==> src/rtl/ext_pkg.sv <==
// Shared immediate-extension types and arithmetic for the pipelined and single-cycle cores.
package ext_pkg;

   typedef enum logic [1:0] {
      EXT_ZERO  = 2'b00,
      EXT_SIGN  = 2'b01,
      EXT_UPPER = 2'b10,
      EXT_SHL2  = 2'b11
   } ext_mode_t;

   // Widest output any caller may request; callers pass their real widths.
   localparam int unsigned EXT_MAX_W = 64;

   // Legacy single-bit ExtSel: 0 selects zero-extend, 1 selects sign-extend.
   function automatic ext_mode_t ext_from_sel(input logic ext_sel);
      return ext_sel ? EXT_SIGN : EXT_ZERO;
   endfunction

   // Width-generic extender: imm is right-aligned in_w bits, result is right-aligned out_w bits.
   function automatic logic [EXT_MAX_W-1:0] ext_calc(input logic [EXT_MAX_W-1:0] imm,
                                                     input ext_mode_t            mode,
                                                     input int                   in_w,
                                                     input int                   out_w);
      logic [EXT_MAX_W-1:0] field;
      logic [EXT_MAX_W-1:0] sext;
      logic [EXT_MAX_W-1:0] res;
      logic                 sign;
      field = '0;
      sext  = '0;
      res   = '0;
      sign  = 1'b0;
      for (int i = 0; i < EXT_MAX_W; i++) begin
         if (i < in_w) field[i] = imm[i];
         if (i == in_w - 1) sign = imm[i];
      end
      for (int i = 0; i < EXT_MAX_W; i++) begin
         sext[i] = (i < in_w) ? field[i] : sign;
      end
      case (mode)
         EXT_ZERO:  res = field;
         EXT_SIGN:  res = sext;
         EXT_UPPER: res = field << (out_w - in_w);
         EXT_SHL2:  res = sext << 2;
         default:   res = field;
      endcase
      for (int i = 0; i < EXT_MAX_W; i++) begin
         if (i >= out_w) res[i] = 1'b0;
      end
      return res;
   endfunction

endpackage

==> src/rtl/ext_skid_buffer.sv <==
// Generic 2-entry valid/ready skid register: output register plus one skid slot, FIFO order.
module ext_skid_buffer #(
   parameter int unsigned W = 34
) (
   input  logic         CLK,
   input  logic         Reset,
   input  logic         in_valid,
   output logic         in_ready,
   input  logic [W-1:0] in_data,
   output logic         out_valid,
   input  logic         out_ready,
   output logic [W-1:0] out_data
);

   localparam logic [1:0] ST_EMPTY = 2'd0;
   localparam logic [1:0] ST_ONE   = 2'd1;
   localparam logic [1:0] ST_FULL  = 2'd2;

   logic [1:0]   state_q, state_d;
   logic [W-1:0] or_q, or_d;
   logic [W-1:0] sr_q, sr_d;
   logic         ready_q;
   logic         push, pop;

   assign out_valid = (state_q != ST_EMPTY);
   assign out_data  = or_q;
   assign in_ready  = ready_q;
   assign push      = in_valid && ready_q;
   assign pop       = out_valid && out_ready;

   always_comb begin
      state_d = state_q;
      or_d    = or_q;
      sr_d    = sr_q;
      case (state_q)
         ST_EMPTY: begin
            if (push) begin
               or_d    = in_data;
               state_d = ST_ONE;
            end
         end
         ST_ONE: begin
            if (push && pop) begin
               or_d = in_data;
            end else if (push) begin
               sr_d    = in_data;
               state_d = ST_FULL;
            end else if (pop) begin
               state_d = ST_EMPTY;
            end
         end
         ST_FULL: begin
            if (pop) begin
               or_d    = sr_q;
               state_d = ST_ONE;
            end
         end
         default: state_d = ST_EMPTY;
      endcase
   end

   // ready is registered from the next state so out_ready never reaches in_ready combinationally.
   always_ff @(posedge CLK) begin
      if (Reset) begin
         state_q <= ST_EMPTY;
         or_q    <= '0;
         sr_q    <= '0;
         ready_q <= 1'b0;
      end else begin
         state_q <= state_d;
         or_q    <= or_d;
         sr_q    <= sr_d;
         ready_q <= (state_d != ST_FULL);
      end
   end

endmodule

==> src/rtl/imm_extend_pipe.sv <==
// Registered immediate extender between decode and execute; valid/ready with a 2-entry skid.
module imm_extend_pipe
   import ext_pkg::*;
#(
   parameter int unsigned IN_W  = 16,
   parameter int unsigned OUT_W = 32
) (
   input  logic             CLK,
   input  logic             Reset,
   input  logic             in_valid,
   output logic             in_ready,
   input  logic [IN_W-1:0]  imm,
   input  logic [1:0]       ext_mode,
   output logic             out_valid,
   input  logic             out_ready,
   output logic [OUT_W-1:0] out_data,
   output logic [1:0]       out_mode
);

   logic [EXT_MAX_W-1:0] imm_wide;
   logic [EXT_MAX_W-1:0] ext_wide;
   logic [OUT_W+1:0]     skid_in;
   logic [OUT_W+1:0]     skid_out;

   assign imm_wide = EXT_MAX_W'(imm);
   assign ext_wide = ext_calc(imm_wide, ext_mode_t'(ext_mode), int'(IN_W), int'(OUT_W));
   // Mode travels with the result so the consumer can trace which extension produced it.
   assign skid_in  = {ext_mode, ext_wide[OUT_W-1:0]};

   ext_skid_buffer #(
      .W (OUT_W + 2)
   ) u_skid (
      .CLK       (CLK),
      .Reset     (Reset),
      .in_valid  (in_valid),
      .in_ready  (in_ready),
      .in_data   (skid_in),
      .out_valid (out_valid),
      .out_ready (out_ready),
      .out_data  (skid_out)
   );

   assign out_data = skid_out[OUT_W-1:0];
   assign out_mode = skid_out[OUT_W+:2];

endmodule
==> config.mk <==
export PLATFORM = sky130hd
export DESIGN_NAME = imm_extend_pipe
export DESIGN_NICKNAME = d
export VERILOG_FILES = /design/src/rtl/ext_pkg.sv /design/src/rtl/ext_skid_buffer.sv /design/src/rtl/imm_extend_pipe.sv
export SDC_FILE = /design/constraint.sdc
export NUM_CORES = 1
export LEC_CHECK = 0
export BUFFER_PORTS_ARGS = -buffer_cell sky130_fd_sc_hd__buf_4
export CORE_UTILIZATION = 56
export DETAILED_ROUTE_END_ITERATION = 7
export HOLD_SLACK_MARGIN = 0.03
export PLACE_DENSITY = 0.8
export REMOVE_ABC_BUFFERS = 1
export SLEW_MARGIN = 20
export SYNTH_ARGS = -nofsm -noshare
export SYNTH_HDL_FRONTEND = slang
export SYNTH_HIERARCHICAL = 1
export SYNTH_SLANG_ARGS = --single-unit
==> constraint.sdc <==
create_clock -name CLK -period 1.6 [get_ports CLK]
set_input_delay 0 -clock CLK [delete_from_list [all_inputs] [get_ports CLK]]
set_output_delay 0 -clock CLK [all_outputs]
set_load 0.02 [all_outputs]
# Word-level counts from Yosys, hierarchy flattened
# Index checks and enable logic that the tools add are counted.
dict set report classes {
  n_eq_ne 9
  n_mux 11
  bitwise 1
  n_reduce_logical 9
}
# operator n
set op_table {}
lappend op_table {{$pmux 32 s4} 1}
lappend op_table {{$mux 34} 3}
lappend op_table {{$pmux 34 s3} 1}
lappend op_table {{$mux 2} 5}
lappend op_table {{$eq 2x2->1 const B} 3}
lappend op_table {{$ne 2x1->1 const B} 3}
lappend op_table {{$pmux 2 s3} 1}
lappend op_table {{$eq 2x1->1 const B} 2}
lappend op_table {{$logic_not 2->1} 2}
lappend op_table {{$reduce_and 4->1} 1}
lappend op_table {{$logic_and 1x1->1} 3}
lappend op_table {{$reduce_and 3->1} 1}
lappend op_table {{$reduce_bool 3->1} 1}
lappend op_table {{$ne 2x2->1 const B} 1}
lappend op_table {{$reduce_bool 2->1} 1}
lappend op_table {{$not 1->1} 1}
dict set report word_totals {
  reg_bits 71
  inputBits 22
  wordCells 34
}

# Depth between registers and ports, before layout
dict set report logic_depth {
  ltp_word 7
  depth_mapped 7
  mapped_depth_nobuf 5
}

# Cells and area by module
# Netlist, hierarchy kept.
# mod n_inst cells_per_inst area_each_um2
set by_module_without_submodules {}
lappend by_module_without_submodules {ext_skid_buffer 1 316 2994.1}
lappend by_module_without_submodules {imm_extend_pipe 1 43 346.6}

# Worst setup path before layout
# Ideal clock, no wire load.
dict set report synth_path {
  path_kind {register -> register}
  from {register u_skid.ready_q (netlist: u_skid/in_ready)}
  to {register u_skid.or_q[6] (netlist: u_skid/out_data[6])}
  t_arrival_ns 1.256
  slack_ns 0.217
  stages_incl_launch_ff 7
  cell_sequence {dfxtp_1 -> and2_1 -> a31oi_2 -> buf_6 -> buf_12 -> mux2i_1 -> nor2_1}
}
dict set report synth_via {
  elab_chain_len 4
  elab_cells_between_ends 5
  cone_classes {eq/ne (2); reduce/logical (3)}
}
# element line
set synth_lines {}
lappend synth_lines {{from (decl)} ext_skid_buffer.sv:22} ;# logic ready_q;
lappend synth_lines {{from (signal assigned)} ext_skid_buffer.sv:73} ;# ready_q <= (state_d != ST_FULL);
lappend synth_lines {{$logic_and 1x1->1 (*)} ext_skid_buffer.sv:28} ;# assign push = in_valid && ready_q;
lappend synth_lines {{$logic_and 1x1->1} ext_skid_buffer.sv:43} ;# if (push && pop) begin
lappend synth_lines {{$ne 2x1->1 (no line)} n/a}
lappend synth_lines {{$reduce_and 4->1 (no line) (*)} n/a}
lappend synth_lines {{to (signal assigned)} ext_skid_buffer.sv:71} ;# or_q <= or_d;
lappend synth_lines {{to (decl)} ext_skid_buffer.sv:20} ;# logic [W-1:0] or_q, or_d;
# Mark *: on every way between the ends. The rest lies on a longest branch, timed or not.
# A chain may end at the register's enable or synchronous reset.

# Final worst setup path
dict set report layout_path {
  from {register u_skid.state_q[0]}
  to {register u_skid.or_q[9] (netlist: u_skid/out_data[9])}
}
dict set report layout_via {
  elab_chain_len 5
  elab_cells_between_ends 12
  cone_classes {eq/ne (5); mux (1); reduce/logical (6)}
}
# element line
set layout_lines {}
lappend layout_lines {{from (decl)} ext_skid_buffer.sv:19} ;# logic [1:0] state_q, state_d;
lappend layout_lines {{from (signal assigned)} ext_skid_buffer.sv:70} ;# state_q <= state_d;
lappend layout_lines {{$reduce_bool 2->1} ext_skid_buffer.sv:25} ;# assign out_valid = (state_q != ST_EMPTY);
lappend layout_lines {{$logic_and 1x1->1} ext_skid_buffer.sv:29} ;# assign pop = out_valid && out_ready;
lappend layout_lines {{$logic_and 1x1->1} ext_skid_buffer.sv:43}
lappend layout_lines {{$ne 2x1->1 (no line)} n/a}
lappend layout_lines {{$reduce_and 4->1 (no line)} n/a}
# Parallel ways exist; a longest one is shown, timed or not.

==> impl_summary.log <==
[metrics] result of the run: finished clean
[metrics] number of buffer and inverter instances along the worst setup path: 1
[metrics] worst setup slack after placement: between 90 and 100 ps
[metrics] class of the tightest hold or removal check: in2reg
[metrics] power density relative to cell area: between 1000 and 1500 nW/um^2
[metrics] combined area of all synthesized cells: 3341 um^2
[metrics] placed cells: about 470
[metrics] io pins: 58
[metrics] Highest Clock Rate: between 600 and 700 MHz
[metrics] Skew-Pair Late Insertion Delay: between 300 and 400 ps
[metrics] buffer count from post-CTS setup fixing: 0
[metrics] number of design rule violations left after detail routing: 0
[metrics] sequence of cells on the critical path: and3b_1, a31oi_4, buf_12, mux2i_1, nor2_1
[metrics] WHS: ~61 ps
[metrics] Floorplan Core Area: 5642 um^2
[metrics] routed wirelength normalized by instance count: ~15 um
[metrics] Critical Path RT: approximately 1800 ps
[metrics] Max-cap violations: 0
[metrics] fraction of final layout cells sized beyond drive strength 1: 0.2332
[metrics] CTS Sinks: 71
[metrics] DIE AREA: 6278 um^2
[metrics] Initial DRT Pass Iterations: 4
[metrics] DRT iter0 DRCs: 146
[metrics] final antenna-violating net count: 0
[metrics] Mapped Avg Cell Area: ~9.3 um^2
[metrics] capturing element type of the critical path: flop
[metrics] cell type group with the largest total delay on the critical path: flip-flops
[metrics] total track usage: 0.2426
[metrics] number of standard cells in the layout, taps in and fillers out: between 400 and 500
[metrics] number of cells on the worst hold path: 4
[metrics] layout overhead on the synthesized area: 22.13%
[metrics] terminating pin of the worst hold path: u_skid/sr_q[0]
[metrics] setup repair after global routing missed its margin: false
[metrics] post-detailed-route via-to-cell ratio: 5.529
[metrics] count of synthesis-stage warnings from yosys: 6
[metrics] leakage power summed over all cells: between 1.5 and 2 nW
[metrics] slowest CP cell: dfxtp_1
[metrics] endpoint of the most critical register-to-register path: u_skid/out_data[9]
[metrics] antenna diode instance count: 0
[metrics] Worst R2R Start: u_skid/state_q[0]
[metrics] initial antenna violation count: 0
[metrics] largest net degree at the start of global routing: 49
[metrics] Starting Density: 0.5921
[metrics] worst relative slew slack: 0.7827
[metrics] VDD IR max: 0.0006854 V
[metrics] critical-path maximum fanout: 20
[metrics] sequential-to-total area share from yosys stat: 0.4255
[metrics] distinct cell type count after synthesis: 30
[metrics] total setup violations reported at the end of the flow: 0
[metrics] maximum single-stage delay on the critical path: approximately 420 ps
[metrics] Routed Wire Length: about 7400 um
[metrics] H-tree depth reported by CTS: 3
[metrics] Die Wd: between 70 and 80 um
[metrics] clock tree from TritonCTS: built
[metrics] Clock Tree Root: clkbuf_8
[metrics] setup ws final: slightly below 70 ps
[metrics] leading cell type in the layout, fill and taps excluded: dfxtp_1
[metrics] Min-Delay Startpoint: imm[0]
[metrics] max-slew violation count: 0
[metrics] die height: 79.24 um
[metrics] category of the critical setup timing path: reg2reg
[metrics] first-pass GRT wire length: about 12000 um
[metrics] Clk pin slew, worst setup/hold paths: ~70 ps
[metrics] largest cells by area after synthesis: dfxtp_1 (43%), mux2i_1 (11%), mux2_1 (9.8%)
[metrics] slew at the pin closest to its max-slew limit: approximately 330 ps
[metrics] final hold violations: 0
[metrics] count of vias placed by the detailed router: 2698
[metrics] buffers added on ports: 57
[metrics] worst-case clock skew: ~4.7 ps
[metrics] CP Data Arrival Time: around 1800 ps
[metrics] final critical-path required period: 1532 ps
[metrics] Register-to-Register Setup Slack: a little under 70 ps
[metrics] sum of net half-perimeters after detailed placement: about 4700 um
[metrics] row count: 27
[metrics] fraction of post-synthesis cell area in the top cell type by area: 0.4255
[metrics] most frequent cells in the layout: dfxtp_1 (70), nand2_1 (69), buf_4 (57)
[metrics] buffers from clock root to sink, at most: 2
[metrics] synthesized flop and latch total: around 70
[metrics] global placer's final weighted congestion: around 0.7
[metrics] vias in the first global route: 2522
[metrics] grt total ovfl: 0
[metrics] Setup crit start kind: flop
[metrics] number of cells on the worst reg-to-reg path: 5
[metrics] Tcrit/Tclk final: 0.9577
[metrics] total CTS buffers: 9
[metrics] final net count: ~430
[metrics] cell accounting for the most synthesized area: dfxtp_1
[metrics] cell count after synthesis: around 360
[what timing repair did]
action                                  CTS  global route
hold endpoints to repair                 24             0
hold buffers                              4             0
endpoints found under the setup margin    0            13
gates resized for setup                   0             3
[tightest hold or removal path, cell delays in order]
cell and delay (ps):
buf_4 120, nor2b_1 130, nand2_1 50, a21oi_1 50
[stage by stage]
step | area, um^2 | power [W] | utilization | TNS (ps)
global placement | 3791 | 0.002426 | 0.6720 | 0
CTS | 4074 | 0.004139 | 0.7221 | 0
detailed placement | 3791 | 0.002438 | 0.6720 | 0
finish | 4080 | 0.004118 | 0.7232 | 0
global route | 4080 | 0.004259 | 0.7232 | 0
floorplan | 3128 | 0.002203 | - | -44380
[area by class of cell]
class / count / area, um^2
Tap cell: 72 / 90.09
Clock buffer: 14 / 182.7
Inverter: 2 / 7.507
Fill cell: 430 / 1562
Timing Repair Buffer: 68 / 599.3
Clock inverter: 2 / 60.06
Sequential cell: 71 / 1423
Multi-Input combinational cell: 259 / 1718
[flip-flops by register name (all words and copies together) (netlist names)]
register,cells
u_skid/in_ready,1
u_skid/out_data,34
u_skid/sr_q,34
u_skid/state_q,2
[power breakdown]
| part | total (W) | internal [W] | switching (W) |
|---|---|---|---|
| registers | 0.00185 | 0.00182 | 0.0000298 |
| clock network | 0.00171 | 0.00105 | 0.000658 |
| logic | 0.000562 | 0.000270 | 0.000292 |
[layer usage]
| layer | GRT usage | vias up | wire length [um] |
|---|---|---|---|
| li1 | - | 1328 | - |
| met1 | 0.2978 | 1302 | 3370 |
| met2 | 0.4121 | 58 | 3583 |
| met3 | 0.06092 | 10 | 355 |
| met4 | 0.08182 | 0 | 95 |
| met5 | 0 | - | 0 |
[logic make-up (layout without fill, tap and decap cells)]
family	Yosys count	in the layout	synth area share
buffers and inverters	29	86	0.06592
AOI/OAI and AO/OA	68	68	0.1337
muxes	71	71	0.2255
and+or+nand+nor	120	120	0.1494
DFF	71	71	0.4255
[cell usage after synthesis, drive strengths merged]
cell	n
buf	16
nor2b	3
mux2	34
and2	3
mux2i	37
clkbuf	11
nand3	2
or2	1
o22a	1
a22o	14
nand2	69
a21oi	37
a21o	14
nor3	1
inv	2
and3b	1
o21a	1
nor2	36
a31oi	1
nand2b	2
dfxtp	71
and2b	2
[worst max-delay path by stage]
| stage | startpoint | endpoint | slack [ps] | cells after the start |
|---|---|---|---|---|
| CTS | ext_mode[0] | u_skid/out_data[26] | 30 | 7 |
| global placement | u_skid/state_q[0] | u_skid/out_data[5] | 170 | 5 |
| detailed placement | u_skid/state_q[0] | u_skid/out_data[11] | 90 | 5 |
| global route | u_skid/state_q[0] | u_skid/out_data[11] | 20 | 5 |
| floorplan | u_skid/in_ready | u_skid/out_data[0] | -990 | 4 |
| finish | u_skid/state_q[0] | u_skid/out_data[9] | 70 | 5 |
Power figures use the tool's default switching activity.
